[config.mk]
export PLATFORM = sky130hd
export DESIGN_NAME = rom_pixel_streamer
export DESIGN_NICKNAME = d
export VERILOG_FILES = /design/src/rtl/rom_pixel_streamer.sv
export SDC_FILE = /design/constraint.sdc
export NUM_CORES = 1
export LEC_CHECK = 0
export ABC_CLOCK_PERIOD_IN_PS = 3300
export BUFFER_PORTS_ARGS = -buffer_cell sky130_fd_sc_hd__buf_2
export CORE_MARGIN = 2
export CORE_UTILIZATION = 56
export CTS_CLUSTER_SIZE = 16
export DETAILED_ROUTE_END_ITERATION = 8
export GPL_TIMING_DRIVEN = 0
export PLACE_DENSITY = 0.75
export SKIP_LAST_GASP = 1
export SLEW_MARGIN = 20
export SYNTH_ARGS = -nofsm -noshare
export SYNTH_HDL_FRONTEND = slang
export SYNTH_SLANG_ARGS = --single-unit
export TNS_END_PERCENT = 100
[constraint.sdc]
create_clock -name clk -period 3.3 [get_ports clk]
set_clock_uncertainty 0.05 [all_clocks]
set_input_delay 0.99 -clock clk [delete_from_list [all_inputs] [get_ports clk]]
set_output_delay 0.99 -clock clk [all_outputs]
set_load 0.05 [all_outputs]
[src/rtl/rom_pixel_streamer.sv]
// ----------------------------------------------------------------------------
// rom_pixel_streamer : raster-order ROM walker with a credit-bounded FWFT output FIFO
// Revision 1.0
// ----------------------------------------------------------------------------
`default_nettype none

module rom_pixel_streamer #(
  parameter int H_PIX = 320,
  parameter int V_PIX = 240,
  parameter int XW    = 9,
  parameter int YW    = 8,
  parameter int DW    = 3
) (
  input  logic          clk,
  input  logic          rst_n,
  input  logic          start,
  input  logic          abort,
  output logic          busy,
  output logic          done,
  output logic [XW-1:0] rom_x,
  output logic [YW-1:0] rom_y,
  input  logic [DW-1:0] rom_dout,
  output logic [DW-1:0] pix_data,
  output logic [XW-1:0] pix_x,
  output logic [YW-1:0] pix_y,
  output logic          pix_eol,
  output logic          pix_last,
  output logic          pix_valid,
  input  logic          pix_ready
);

  localparam int c_EW    = DW + XW + YW;
  localparam int c_DEPTH = 3;

  typedef enum logic [1:0] {
    S_IDLE  = 2'd0,
    S_SCAN  = 2'd1,
    S_DRAIN = 2'd2
  } state_t;

  state_t         r_state;
  state_t         w_state_nxt;
  logic           r_done;
  logic           w_done_nxt;

  logic [XW-1:0]  r_x;
  logic [YW-1:0]  r_y;
  logic           r_inflight;
  logic [XW-1:0]  r_ifl_x;
  logic [YW-1:0]  r_ifl_y;

  logic [c_EW-1:0] r_mem [c_DEPTH];
  logic [1:0]      r_wp;
  logic [1:0]      r_rp;
  logic [1:0]      r_count;

  logic            w_issue;
  logic            w_xend;
  logic            w_frame_end;
  logic            w_push;
  logic            w_pop;
  logic [c_EW-1:0] w_head;

  function automatic logic [1:0] ptr_inc(input logic [1:0] p);
    return (p == 2'd2) ? 2'd0 : p + 2'd1;
  endfunction

  // Credit: outstanding read plus stored words never exceeds the FIFO depth.
  assign w_issue     = (r_state == S_SCAN) &&
                       (({1'b0, r_count} + {2'b00, r_inflight}) <= 3'd2);
  assign w_xend      = (r_x == XW'(H_PIX - 1));
  assign w_frame_end = w_xend && (r_y == YW'(V_PIX - 1));
  assign w_push      = r_inflight && !abort;
  assign w_pop       = pix_valid && pix_ready;

  assign w_head    = r_mem[r_rp];
  assign pix_data  = w_head[c_EW-1 -: DW];
  assign pix_x     = w_head[XW+YW-1 -: XW];
  assign pix_y     = w_head[YW-1:0];
  assign pix_valid = (r_count != 2'd0);
  assign pix_eol   = pix_valid && (pix_x == XW'(H_PIX - 1));
  assign pix_last  = pix_eol && (pix_y == YW'(V_PIX - 1));

  assign busy  = (r_state != S_IDLE);
  assign done  = r_done;
  assign rom_x = r_x;
  assign rom_y = r_y;

  always_comb begin
    w_state_nxt = r_state;
    w_done_nxt  = 1'b0;
    if (abort) begin
      w_state_nxt = S_IDLE;
    end else begin
      case (r_state)
        S_IDLE:  if (start) w_state_nxt = S_SCAN;
        S_SCAN:  if (w_issue && w_frame_end) w_state_nxt = S_DRAIN;
        S_DRAIN: begin
          if (w_pop && pix_last) begin
            w_state_nxt = S_IDLE;
            w_done_nxt  = 1'b1;
          end
        end
        default: w_state_nxt = S_IDLE;
      endcase
    end
  end

  always_ff @(posedge clk or negedge rst_n) begin
    if (!rst_n) begin
      r_state <= S_IDLE;
      r_done  <= 1'b0;
    end else begin
      r_state <= w_state_nxt;
      r_done  <= w_done_nxt;
    end
  end

  // Address counters sit at (0,0) whenever idle so a new frame starts there.
  always_ff @(posedge clk or negedge rst_n) begin
    if (!rst_n) begin
      r_x <= '0;
      r_y <= '0;
    end else if (abort || (w_state_nxt == S_IDLE)) begin
      r_x <= '0;
      r_y <= '0;
    end else if (w_issue && !w_frame_end) begin
      if (w_xend) begin
        r_x <= '0;
        r_y <= r_y + YW'(1);
      end else begin
        r_x <= r_x + XW'(1);
      end
    end
  end

  always_ff @(posedge clk or negedge rst_n) begin
    if (!rst_n) begin
      r_inflight <= 1'b0;
      r_ifl_x    <= '0;
      r_ifl_y    <= '0;
    end else begin
      r_inflight <= w_issue && !abort;
      if (w_issue) begin
        r_ifl_x <= r_x;
        r_ifl_y <= r_y;
      end
    end
  end

  always_ff @(posedge clk or negedge rst_n) begin
    if (!rst_n) begin
      for (int i = 0; i < c_DEPTH; i++) r_mem[i] <= '0;
      r_wp    <= '0;
      r_rp    <= '0;
      r_count <= '0;
    end else if (abort) begin
      r_wp    <= '0;
      r_rp    <= '0;
      r_count <= '0;
    end else begin
      if (w_push) begin
        r_mem[r_wp] <= {rom_dout, r_ifl_x, r_ifl_y};
        r_wp        <= ptr_inc(r_wp);
      end
      if (w_pop) r_rp <= ptr_inc(r_rp);
      case ({w_push, w_pop})
        2'b10:   r_count <= r_count + 2'd1;
        2'b01:   r_count <= r_count - 2'd1;
        default: r_count <= r_count;
      endcase
    end
  end

  a_no_overflow : assert property (@(posedge clk) disable iff (!rst_n)
                                   !(w_push && (r_count == 2'(c_DEPTH))));

endmodule

`default_nettype wire

==> run_summary.xml, run 1 <==
<?xml version="1.0" encoding="UTF-8"?>
<metrics>
  <group name="power_and_ir_drop">
    <metric name="power.density_cell_area" unit="mW/mm²">424</metric>
    <metric name="power_internal" unit="µW">1840</metric>
    <metric name="power.switching" unit="µW">631</metric>
    <metric name="pwr-share-clk" unit="%">36.5</metric>
    <metric name="largest_vdd_supply_drop" unit="mV">0.225</metric>
    <metric name="cellLeakagePower" unit="µW">0.00279</metric>
    <metric name="switching_portion_of_total_power" unit="%">25.6</metric>
    <metric name="power.share.sequential" unit="%">53.7</metric>
    <metric name="power_frac_comb" unit="%">9.8</metric>
  </group>
  <group name="yosys">
    <metric name="yosys_warnings" unit="">0</metric>
    <metric name="async_reset_ff_share" unit="%">100</metric>
    <metric name="syn_area_per_cell" unit="µm²">12.6</metric>
    <metric name="yosys_most_used_dff" unit="">sky130_fd_sc_hd__dfrtp_1</metric>
    <metric name="yosysTopAreaCell" unit="">sky130_fd_sc_hd__dfrtp_1</metric>
    <metric name="netlist_instances" unit="">379</metric>
    <metric name="ys_top_cells_by_area" unit="">sky130_fd_sc_hd__dfrtp_1 (54%), sky130_fd_sc_hd__mux2_2 (18%), sky130_fd_sc_hd__mux2i_1 (5.4%)</metric>
    <metric name="ys_seq_elements" unit="">104</metric>
    <metric name="yosysSeqAreaShare" unit="%">54.4</metric>
    <metric name="synthDominantCellAreaShare" unit="%">54.4</metric>
    <metric name="synth_enable_flop_cells" unit="">0</metric>
    <metric name="net_count_synth" unit="">392</metric>
    <metric name="ys_types" unit="">41</metric>
    <metric name="syn-cell-area" unit="mm²">0.00478</metric>
  </group>
  <group name="setup_path">
    <metric name="critical_path.startpoint_type" unit="">register</metric>
    <metric name="critPathRequiredTime" unit="ps">2260</metric>
    <metric name="ff2ff_setup_slack" unit="ps">260</metric>
    <metric name="rr_worst_depth" unit="">10</metric>
    <metric name="critical-path-slowest-cell" unit="">sky130_fd_sc_hd__or4_4</metric>
    <metric name="worstSetupPathDepth" unit="">8</metric>
    <metric name="worst_path_most_repeated_cell" unit="">sky130_fd_sc_hd__buf_6</metric>
    <metric name="cp_top_family" unit="">simple AND/OR/NAND/NOR gates</metric>
    <metric name="path_buf_inv" unit="">3</metric>
    <metric name="r2r-start" unit="">r_rp[1]</metric>
    <metric name="r2r-end" unit="">rom_x[2]</metric>
    <metric name="timing.critical_path.fanout_max" unit="">4</metric>
    <metric name="cpPeakStageDelay" unit="ps">550</metric>
    <metric name="critical_path_cell_sequence" unit="">buf_6, buf_6, mux2i_2, a2bb2oi_2, nand4_1, or4_4, nor2_4, buf_8</metric>
    <metric name="critical_path.endpoint_type" unit="">primary output</metric>
    <metric name="critPathKind" unit="">reg -&gt; out</metric>
    <metric name="cp.arrival" unit="ps">2330</metric>
  </group>
  <group name="clock_network">
    <metric name="number_of_cts_inserted_buffers" unit="">9</metric>
    <metric name="cts_hold_buffers" unit="">0</metric>
    <metric name="htree_num_levels" unit="">3</metric>
    <metric name="clock_sink_count" unit="">104</metric>
    <metric name="cts-root-buf" unit="">sky130_fd_sc_hd__clkbuf_8</metric>
    <metric name="clk_latency" unit="ps">370</metric>
    <metric name="clockBufferDepth" unit="">2</metric>
    <metric name="cts_tree" unit="">done</metric>
    <metric name="clk_pin_slew" unit="ps">100</metric>
  </group>
  <group name="route">
    <metric name="detail_route.wirelength" unit="mm">10.1</metric>
    <metric name="route.detailed.wl_per_inst" unit="µm">18.0</metric>
    <metric name="first_pass_iters" unit="">4</metric>
    <metric name="vias" unit="">3175</metric>
    <metric name="dr.first_iter.drc_count" unit="">98</metric>
    <metric name="detail_route.drc_violations" unit="">0</metric>
    <metric name="vias_per_cell" unit="">5.66</metric>
    <metric name="antenna_violating_nets_post_route" unit="">0</metric>
  </group>
  <group name="flow_run">
    <metric name="maxCapViolCount" unit="">0</metric>
  </group>
  <group name="timing">
    <metric name="tightestPinTransition" unit="ps">750</metric>
    <metric name="timing_hold_violations_final" unit="">0</metric>
    <metric name="relSlewSlack" unit="%">49.8</metric>
    <metric name="period_needed" unit="ps">3370</metric>
    <metric name="finalCritPeriodShare" unit="%">102</metric>
    <metric name="setup-violations-final" unit="">2</metric>
    <metric name="report.final.slew_viol_count" unit="">0</metric>
    <metric name="unrepaired_setup_endpoints_after_global_routing" unit="">yes</metric>
    <metric name="maximum_operating_frequency" unit="MHz">297</metric>
    <metric name="postLayoutSetupSlackWorst" unit="ps">-68.8</metric>
  </group>
  <group name="global_routing">
    <metric name="grt_max_degree" unit="">79</metric>
    <metric name="grt_antenna_before_repair" unit="">0</metric>
    <metric name="global_route.usage.total" unit="%">23.6</metric>
    <metric name="first_global_vias" unit="">3141</metric>
    <metric name="grt_first_pass_wirelength" unit="mm">16.2</metric>
    <metric name="grt_overflow_total" unit="">0</metric>
  </group>
  <group name="layout">
    <metric name="antenna-diode-count" unit="">0</metric>
    <metric name="finish.cell_count_without_fillers" unit="">561</metric>
    <metric name="drive_gt1_share" unit="%">41.4</metric>
    <metric name="leading_cell_types_in_the_layout_fill_and_taps_excluded" unit="">sky130_fd_sc_hd__dfrtp_1 (103), sky130_fd_sc_hd__mux2_2 (78), sky130_fd_sc_hd__buf_2 (47)</metric>
    <metric name="layout.nets" unit="">464</metric>
    <metric name="finalInstanceArea" unit="mm²">0.00583</metric>
    <metric name="synthesis_to_layout_area_growth" unit="%">21.8</metric>
    <metric name="layout.cells.most_common" unit="">sky130_fd_sc_hd__dfrtp_1</metric>
  </group>
  <group name="outcome">
    <metric name="result_of_the_run" unit="">complete, but fails checks</metric>
    <metric name="failed_checks" unit="">negative setup slack</metric>
  </group>
  <group name="floorplanning">
    <metric name="floorplan.die.width" unit="µm">96.4</metric>
    <metric name="die_y" unit="µm">96.4</metric>
    <metric name="num_rows" unit="">33</metric>
    <metric name="fp.coreArea" unit="mm²">0.00826</metric>
    <metric name="design.die.area" unit="mm²">0.00930</metric>
    <metric name="initial_core_util" unit="%">57.9</metric>
    <metric name="i_o_pin_cnt" unit="">50</metric>
  </group>
  <group name="placed_design">
    <metric name="port_buf_inserts" unit="">49</metric>
    <metric name="post_dp_cell_area" unit="mm²">0.00542</metric>
    <metric name="gpl.final_weighted_congestion" unit="">0.800</metric>
    <metric name="dp_hpwl" unit="mm">6.76</metric>
    <metric name="place.detailed.instances" unit="">534</metric>
  </group>
  <group name="worst_hold_path">
    <metric name="hold_path.class" unit="">in -&gt; async</metric>
  </group>
</metrics>
[worst max path at each step]
stage	slack (ps)	end	start
floorplan	20	pix_last	r_rp[1]
global placement	-170	pix_last	r_rp[1]
detailed placement	-180	pix_last	r_rp[1]
CTS	-110	pix_last	r_rp[1]
global route	-130	pix_last	r_rp[1]
finish	-70	pix_last	r_rp[1]
[flip-flops by register name (all words and copies together) (netlist names)]
| name | count |
|---|---|
| done | 1 |
| r_count | 2 |
| r_ifl_x | 9 |
| r_ifl_y | 8 |
| r_inflight | 1 |
| r_mem | 60 |
| r_rp | 2 |
| r_state | 2 |
| r_wp | 2 |
| rom_x | 9 |
| rom_y | 8 |
[cell usage after synthesis (all sizes together), types with 6 or more instances]
master,count
o21ai,6
mux2i,26
buf,8
clkbuf,12
o2bb2ai,14
inv,7
mux2,78
nor2,33
nor3,6
nand2,16
a21oi,9
dfrtp,104
xor2,8
[per-stage QoR]
step / utilization [%] / setup TNS [ps] / total power, µW / worst slack (ps) / hold slack [ps]
final: 70.6 / -106 / 2470 / -68.8 / 417
after global routing: 70.6 / -236 / 2560 / -135 / 420
after global placement: 65.2 / -170 / 1580 / -170 / 438
after detailed placement: 65.6 / -183 / 1590 / -183 / 445
after CTS: 70.1 / -192 / 2480 / -108 / 416
after floorplan: - / 0 / 1510 / 17.0 / 430
[power by group through the flow]
stage | Clock, µW | Sequential [µW] | Combinational [µW]
after detailed placement | 0 | 1350 | 238
after global placement | 0 | 1350 | 228
after global routing | 966 | 1330 | 264
after floorplan | 0 | 1350 | 160
final | 901 | 1330 | 243
after CTS | 913 | 1330 | 245
[final cells by class]
type	instances	area, µm²
tap	105	131
inverter	7	26.3
fill	605	2430
clock inverter	6	92.6
clock buffer	10	138
buffer	19	139
multi-input combinational	248	2300
timing repair buffer	62	393
sequential	104	2600
[cells by family after synthesis]
family | share of synthesized area (%)
compound gates | 6.01
simple gates | 9.39
xor+xnor | 2.20
buf+inv | 2.90
mux | 23.8
flops | 54.4
fa+ha+maj | 1.31
[repair_timing]
item / in CTS / in global routing
resized for setup: 22 / 7
hold endpoints to repair: 0 / 0
pin swaps: 9 / 6
endpoints found under the setup margin: 11 / 2
cloned: 1 / 0
setup buffers: 8 / 4
[routing by layer]
layer	track usage [%]	vias up	share of wire (%)
met5	0	-	0
met4	5.52	0	1.1
met3	5.35	16	3.9
met2	38.1	64	48
met1	33.0	1600	47
li1	-	1495	-
Note: power is estimated with default switching activity, not from simulation.
==> run 2, diff against run 1 <==
==> constraint.sdc (replaced) <==
create_clock -name clk -period 3.3 [get_ports clk]
set_clock_uncertainty 0.05 [all_clocks]
set_input_delay 0.165 -clock clk [delete_from_list [all_inputs] [get_ports clk]]
set_output_delay 0.165 -clock clk [all_outputs]
set_load 0.05 [all_outputs]
==> run 2 against run 1 <==
Largest power group unchanged. The run now ends clean. Setup slack gained 390 ps. Final cell count decreased by 1.4%. Combinational power fell by 7%. Global-route usage is 1.4 points lower. Non-clock buffer count is 8 lower. Critical endpoint is now rom_x[5].
==> run_summary.xml, run 2 (synthesized netlist as in run 1, its figures left out) <==
<?xml version="1.0" encoding="UTF-8"?>
<metrics>
  <group name="layout">
    <metric name="synthesis_to_layout_area_growth" unit="%">13.4</metric>
    <metric name="max_flop_register" unit="">r_mem</metric>
    <metric name="fillers" unit="">657</metric>
    <metric name="largest_register_ffs" unit="">60</metric>
    <metric name="antenna-diode-count" unit="">0</metric>
    <metric name="layout.cells.most_common" unit="">sky130_fd_sc_hd__dfrtp_1</metric>
    <metric name="leading_cell_types_in_the_layout_fill_and_taps_excluded" unit="">sky130_fd_sc_hd__dfrtp_1 (104), sky130_fd_sc_hd__mux2_2 (78), sky130_fd_sc_hd__buf_2 (50)</metric>
    <metric name="layout.nets" unit="">456</metric>
    <metric name="drive_gt1_share" unit="%">34.6</metric>
  </group>
  <group name="global_routing">
    <metric name="grt_overflow_total" unit="">0</metric>
    <metric name="grt_max_degree" unit="">78</metric>
    <metric name="grt_antenna_before_repair" unit="">0</metric>
    <metric name="first_global_vias" unit="">3012</metric>
    <metric name="grt_first_pass_wirelength" unit="mm">15.4</metric>
    <metric name="global_route.usage.total" unit="%">22.2</metric>
  </group>
  <group name="setup_path">
    <metric name="critical_path.startpoint_type" unit="">register</metric>
    <metric name="r2r-start" unit="">r_rp[1]</metric>
    <metric name="critPathRequiredTime" unit="ps">3510</metric>
    <metric name="timing.critical_path.fanout_max" unit="">10</metric>
    <metric name="ff2ff_setup_slack" unit="ps">320</metric>
    <metric name="r2r-end" unit="">rom_x[5]</metric>
    <metric name="critical_path.endpoint_type" unit="">register</metric>
    <metric name="critPathKind" unit="">reg -&gt; reg</metric>
    <metric name="cp.arrival" unit="ps">3190</metric>
    <metric name="timing.critical_path.from" unit="">r_rp[1]</metric>
    <metric name="rr_worst_depth" unit="">10</metric>
  </group>
  <group name="floorplanning">
    <metric name="initial_core_util" unit="%">57.9</metric>
    <metric name="floorplan.die.width" unit="µm">96.4</metric>
    <metric name="num_rows" unit="">33</metric>
    <metric name="design.die.area" unit="mm²">0.00930</metric>
    <metric name="fp.coreArea" unit="mm²">0.00826</metric>
    <metric name="i_o_pin_cnt" unit="">50</metric>
    <metric name="die_y" unit="µm">96.4</metric>
  </group>
  <group name="worst_hold_path">
    <metric name="hold_path_startpoint" unit="">rom_dout[1]</metric>
    <metric name="hold_path.class" unit="">in -&gt; reg</metric>
    <metric name="timing.hold.worst_path_depth" unit="">2</metric>
    <metric name="hold-path-endpoint" unit="">r_mem[38]</metric>
  </group>
  <group name="power_and_ir_drop">
    <metric name="largest_vdd_supply_drop" unit="mV">0.210</metric>
    <metric name="power.switching" unit="µW">597</metric>
    <metric name="switching_portion_of_total_power" unit="%">25.4</metric>
    <metric name="pwr-share-clk" unit="%">34.0</metric>
    <metric name="power.share.sequential" unit="%">56.4</metric>
    <metric name="cellLeakagePower" unit="µW">0.00265</metric>
    <metric name="power_internal" unit="µW">1750</metric>
    <metric name="power.density_cell_area" unit="mW/mm²">433</metric>
    <metric name="power_frac_comb" unit="%">9.6</metric>
  </group>
  <group name="outcome">
    <metric name="result_of_the_run" unit="">finished clean</metric>
  </group>
  <group name="placed_design">
    <metric name="port_buf_inserts" unit="">49</metric>
    <metric name="dp_hpwl" unit="mm">6.60</metric>
    <metric name="gpl.final_weighted_congestion" unit="">0.821</metric>
  </group>
  <group name="clock_network">
    <metric name="number_of_cts_inserted_buffers" unit="">9</metric>
    <metric name="post_cts.resized_instances" unit="">0</metric>
    <metric name="postCtsSetupBuffers" unit="">0</metric>
    <metric name="cts_tree" unit="">done</metric>
    <metric name="clock_sink_count" unit="">104</metric>
    <metric name="cts-root-buf" unit="">sky130_fd_sc_hd__clkbuf_8</metric>
    <metric name="htree_num_levels" unit="">3</metric>
    <metric name="cts_hold_buffers" unit="">3</metric>
    <metric name="clk_latency" unit="ps">370</metric>
    <metric name="clk_pin_slew" unit="ps">90</metric>
    <metric name="clockBufferDepth" unit="">2</metric>
  </group>
  <group name="route">
    <metric name="vias_per_cell" unit="">5.67</metric>
    <metric name="route.detailed.wl_per_inst" unit="µm">17.2</metric>
    <metric name="detail_route.drc_violations" unit="">0</metric>
    <metric name="detail_route.wirelength" unit="mm">9.53</metric>
    <metric name="first_pass_iters" unit="">4</metric>
    <metric name="dr.first_iter.drc_count" unit="">115</metric>
    <metric name="antenna_violating_nets_post_route" unit="">0</metric>
    <metric name="vias" unit="">3134</metric>
  </group>
  <group name="timing">
    <metric name="relSlewSlack" unit="%">54.3</metric>
    <metric name="finalCritPeriodShare" unit="%">90.3</metric>
    <metric name="maximum_operating_frequency" unit="MHz">335</metric>
    <metric name="tightestPinTransition" unit="ps">684</metric>
    <metric name="timing_hold_violations_final" unit="">0</metric>
    <metric name="setup-violations-final" unit="">0</metric>
    <metric name="whs" unit="ps">19.1</metric>
    <metric name="tns" unit="ps">0</metric>
    <metric name="unrepaired_setup_endpoints_after_global_routing" unit="">no</metric>
    <metric name="period_needed" unit="ps">2980</metric>
    <metric name="report.final.slew_viol_count" unit="">0</metric>
  </group>
  <group name="flow_run">
    <metric name="maxCapViolCount" unit="">0</metric>
  </group>
</metrics>
run 2: stage by stage:
step                      power (µW)  instance area [µm²]  utilization, %  instances  setup slack (ps)
after CTS                       2370                 5420            65.7        553               291
final                           2350                 5420            65.7        553               319
after floorplan                 1500                 4780               -        379               120
after detailed placement        1580                 5190            62.9        534               310
after global placement          1570                 5160            62.5        533               330
after global routing            2450                 5420            65.7        553               142
run 2: cell type report:
cell class / instances / area [µm²] / area share [%]
Sequential cell: 104 / 2600 / 48.0
Multi-Input combinational cell: 248 / 2040 / 37.7
Timing Repair Buffer: 53 / 309 / 5.70
Clock buffer: 12 / 145 / 2.68
Tap cell: 105 / 131 / 2.42
Buffer: 20 / 113 / 2.08
Clock inverter: 4 / 53.8 / 0.992
Inverter: 7 / 26.3 / 0.484
run 2: worst max-delay path, stage by stage, from the launching register on:
cell and delay (ps):
sky130_fd_sc_hd__dfrtp_1 370, sky130_fd_sc_hd__buf_4 160, sky130_fd_sc_hd__nor2b_2 150, sky130_fd_sc_hd__buf_4 210, sky130_fd_sc_hd__buf_2 280, sky130_fd_sc_hd__o2bb2ai_1 190
sky130_fd_sc_hd__nand4b_1 130, sky130_fd_sc_hd__or2_2 370, sky130_fd_sc_hd__o41ai_4 650, sky130_fd_sc_hd__buf_6 230, sky130_fd_sc_hd__nor2_1 60
run 2: metal layers:
layer  routed length [µm]  GRT usage, %  part of all wire, %
met4                  155          8.10                  1.6
met5                    0             0                    0
met3                  284          4.34                  3.0
met2                 4380          33.9                   46
met1                 4710          31.9                   49
run 2: worst max-delay path by stage:
stage                     depth (start not counted)        to  slack [ps]
after global placement                           10  rom_x[4]         330
after CTS                                        10  rom_x[5]         290
final                                            10  rom_x[5]         320
after floorplan                                  10  rom_x[6]         120
after detailed placement                          9  rom_y[5]         310
after global routing                              8  rom_x[5]         140
run 2: power groups by stage:
stage / combinational (µW) / clock (µW) / sequential, µW
after detailed placement: 226 / 0 / 1350
after CTS: 229 / 815 / 1330
after global placement: 216 / 0 / 1350
after global routing: 244 / 877 / 1330
after floorplan: 149 / 0 / 1350
final: 226 / 799 / 1330
==> run 3, diff against run 2 <==
==> constraint.sdc (replaced) <==
create_clock -name clk -period 3.3 [get_ports clk]
set_clock_uncertainty 0.05 [all_clocks]
set_input_delay 0.66 -clock clk [delete_from_list [all_inputs] [get_ports clk]]
set_output_delay 0.66 -clock clk [all_outputs]
set_load 0.05 [all_outputs]
==> run 3 against run 2 <==
Critical path depth shrank 1. Critical endpoint is now pix_last. Critical path type is now reg -> out. Via count about the same. Largest power group unchanged. Fmax down 7.2%. Clock-buffer cell count is 1 lower. Wire length up 1.6%. Final cell count is 0.90% lower. Clock power fell by 1%. Utilization increased by 0.67 points.
==> run_summary.xml, run 3 (synthesized netlist as in run 1, its figures left out) <==
<?xml version="1.0" encoding="UTF-8"?>
<metrics>
  <group name="layout">
    <metric name="synthesis_to_layout_area_growth" unit="%">14.5</metric>
    <metric name="finalInstanceArea" unit="mm²">0.00548</metric>
    <metric name="antenna-diode-count" unit="">0</metric>
    <metric name="drive_gt1_share" unit="%">38.1</metric>
    <metric name="max_flop_register" unit="">r_mem</metric>
    <metric name="layout.nets" unit="">453</metric>
    <metric name="leading_cell_types_in_the_layout_fill_and_taps_excluded" unit="">sky130_fd_sc_hd__dfrtp_1 (104), sky130_fd_sc_hd__mux2_2 (78), sky130_fd_sc_hd__buf_2 (47)</metric>
    <metric name="layout.cells.most_common" unit="">sky130_fd_sc_hd__dfrtp_1</metric>
    <metric name="largest_register_ffs" unit="">60</metric>
  </group>
  <group name="power_and_ir_drop">
    <metric name="cellLeakagePower" unit="µW">0.00269</metric>
    <metric name="power.density_cell_area" unit="mW/mm²">428</metric>
    <metric name="fin_total_pwr" unit="µW">2340</metric>
    <metric name="largest_vdd_supply_drop" unit="mV">0.245</metric>
  </group>
  <group name="timing">
    <metric name="setup-violations-final" unit="">0</metric>
    <metric name="period_needed" unit="ps">3210</metric>
    <metric name="unrepaired_setup_endpoints_after_global_routing" unit="">no</metric>
    <metric name="maximum_operating_frequency" unit="MHz">311</metric>
    <metric name="postLayoutSetupSlackWorst" unit="ps">87.2</metric>
    <metric name="tightestPinTransition" unit="ps">708</metric>
    <metric name="tns" unit="ps">0</metric>
    <metric name="finalCritPeriodShare" unit="%">97.4</metric>
    <metric name="report.final.slew_viol_count" unit="">0</metric>
    <metric name="timing_hold_violations_final" unit="">0</metric>
    <metric name="relSlewSlack" unit="%">52.7</metric>
  </group>
  <group name="global_routing">
    <metric name="first_global_vias" unit="">3116</metric>
    <metric name="global_route.usage.total" unit="%">22.3</metric>
    <metric name="grt_overflow_total" unit="">0</metric>
    <metric name="grt_max_degree" unit="">59</metric>
    <metric name="grt_antenna_before_repair" unit="">0</metric>
    <metric name="grt_first_pass_wirelength" unit="mm">15.5</metric>
  </group>
  <group name="clock_network">
    <metric name="cts_hold_buffers" unit="">0</metric>
    <metric name="htree_num_levels" unit="">3</metric>
    <metric name="cts_tree" unit="">done</metric>
    <metric name="clockBufferDepth" unit="">2</metric>
    <metric name="clk_pin_slew" unit="ps">90</metric>
    <metric name="cts-root-buf" unit="">sky130_fd_sc_hd__clkbuf_8</metric>
    <metric name="clk_latency" unit="ps">360</metric>
    <metric name="clock_sink_count" unit="">104</metric>
    <metric name="postCtsSetupBuffers" unit="">0</metric>
    <metric name="number_of_cts_inserted_buffers" unit="">9</metric>
  </group>
  <group name="setup_path">
    <metric name="r2r-end" unit="">rom_x[2]</metric>
    <metric name="critical_path.endpoint_type" unit="">primary output</metric>
    <metric name="critical_path.startpoint_type" unit="">register</metric>
    <metric name="timing.critical_path.fanout_max" unit="">10</metric>
    <metric name="cp.arrival" unit="ps">2500</metric>
    <metric name="critPathKind" unit="">reg -&gt; out</metric>
    <metric name="critPathRequiredTime" unit="ps">2590</metric>
    <metric name="r2r-start" unit="">r_rp[1]</metric>
    <metric name="ff2ff_setup_slack" unit="ps">280</metric>
    <metric name="rr_worst_depth" unit="">10</metric>
    <metric name="crit_path_end" unit="">pix_last</metric>
    <metric name="timing.critical_path.from" unit="">r_rp[1]</metric>
  </group>
  <group name="placed_design">
    <metric name="gpl.final_weighted_congestion" unit="">0.837</metric>
    <metric name="post_dp_cell_area" unit="mm²">0.00527</metric>
    <metric name="pre_cts_slack" unit="ps">284</metric>
    <metric name="port_buf_inserts" unit="">49</metric>
    <metric name="dp_hpwl" unit="mm">6.88</metric>
  </group>
  <group name="floorplanning">
    <metric name="num_rows" unit="">33</metric>
    <metric name="fp.coreArea" unit="mm²">0.00826</metric>
    <metric name="i_o_pin_cnt" unit="">50</metric>
    <metric name="initial_core_util" unit="%">57.9</metric>
    <metric name="floorplan.die.width" unit="µm">96.4</metric>
    <metric name="design.die.area" unit="mm²">0.00930</metric>
    <metric name="die_y" unit="µm">96.4</metric>
  </group>
  <group name="route">
    <metric name="detail_route.drc_violations" unit="">0</metric>
    <metric name="vias" unit="">3131</metric>
    <metric name="route.detailed.wl_per_inst" unit="µm">17.7</metric>
    <metric name="vias_per_cell" unit="">5.71</metric>
    <metric name="first_pass_iters" unit="">4</metric>
    <metric name="antenna_violating_nets_post_route" unit="">0</metric>
    <metric name="detail_route.wirelength" unit="mm">9.68</metric>
    <metric name="dr.first_iter.drc_count" unit="">127</metric>
  </group>
  <group name="worst_hold_path">
    <metric name="hold_path.class" unit="">in -&gt; async</metric>
  </group>
  <group name="outcome">
    <metric name="result_of_the_run" unit="">finished clean</metric>
  </group>
  <group name="flow_run">
    <metric name="maxCapViolCount" unit="">0</metric>
  </group>
</metrics>
==> run 3: changes by cell type in the layout (fill, tap and decap cells not counted), sizes merged <==
| cell | before | now |
|---|---|---|
| dlygate4sd3 | 3 | 0 |
| buf | 58 | 57 |
| clkinvlp | 2 | 1 |
==> run 3: where the power goes <==
part           total, µW  internal (µW)  switching (µW)
registers           1330           1310            21.1
logic                228           73.9             154
clock network        789            383             407
==> run 3: area by class of cell <==
class,instances,area (µm²)
multi-input combinational,248,2120
buffer,20,120
clock buffer,11,151
inverter,7,26.3
fill,654,2780
tap,105,131
clock inverter,3,42.5
timing repair buffer,50,284
sequential,104,2600
==> run 3: layer usage <==
layer / wire [µm] / global-route usage (%)
met5: 0 / 0
met4: 121 / 7.51
met3: 271 / 3.18
met2: 4570 / 35.6
met1: 4720 / 31.8
==> run 3: through the flow <==
stage                     utilization (%)  cells  hold slack, ps
after global placement               63.4    533             439
after floorplan                         -    379             314
after global routing                 66.3    548             186
after CTS                            66.3    548             179
after detailed placement             63.8    534             446
final                                66.3    548             174
==> run 3: worst min path at each step <==
stage	to	slack, ps	cells after the start	start
after floorplan	done	310	0	rst_n
after global placement	r_mem[7]	440	1	r_mem[7]
after detailed placement	r_mem[1]	450	1	r_mem[1]
after CTS	rom_x[4]	180	1	rst_n
after global routing	r_ifl_x[2]	190	1	rst_n
final	r_ifl_x[2]	170	1	rst_n
==> run 3: worst max-delay path, stage by stage (launching register included) <==
cell,delay [ps]
sky130_fd_sc_hd__dfrtp_1,370
sky130_fd_sc_hd__buf_4,160
sky130_fd_sc_hd__nor2b_2,210
sky130_fd_sc_hd__buf_6,200
sky130_fd_sc_hd__o2bb2ai_2,130
sky130_fd_sc_hd__nand4_1,100
sky130_fd_sc_hd__or4_1,470
sky130_fd_sc_hd__buf_2,190
sky130_fd_sc_hd__nor2_2,110
sky130_fd_sc_hd__buf_4,200
==> run 3: repair_timing <==
action / in CTS / in global routing
endpoints found under the setup margin: 1 / 2
pin swaps: 0 / 0
resized for setup: 3 / 2
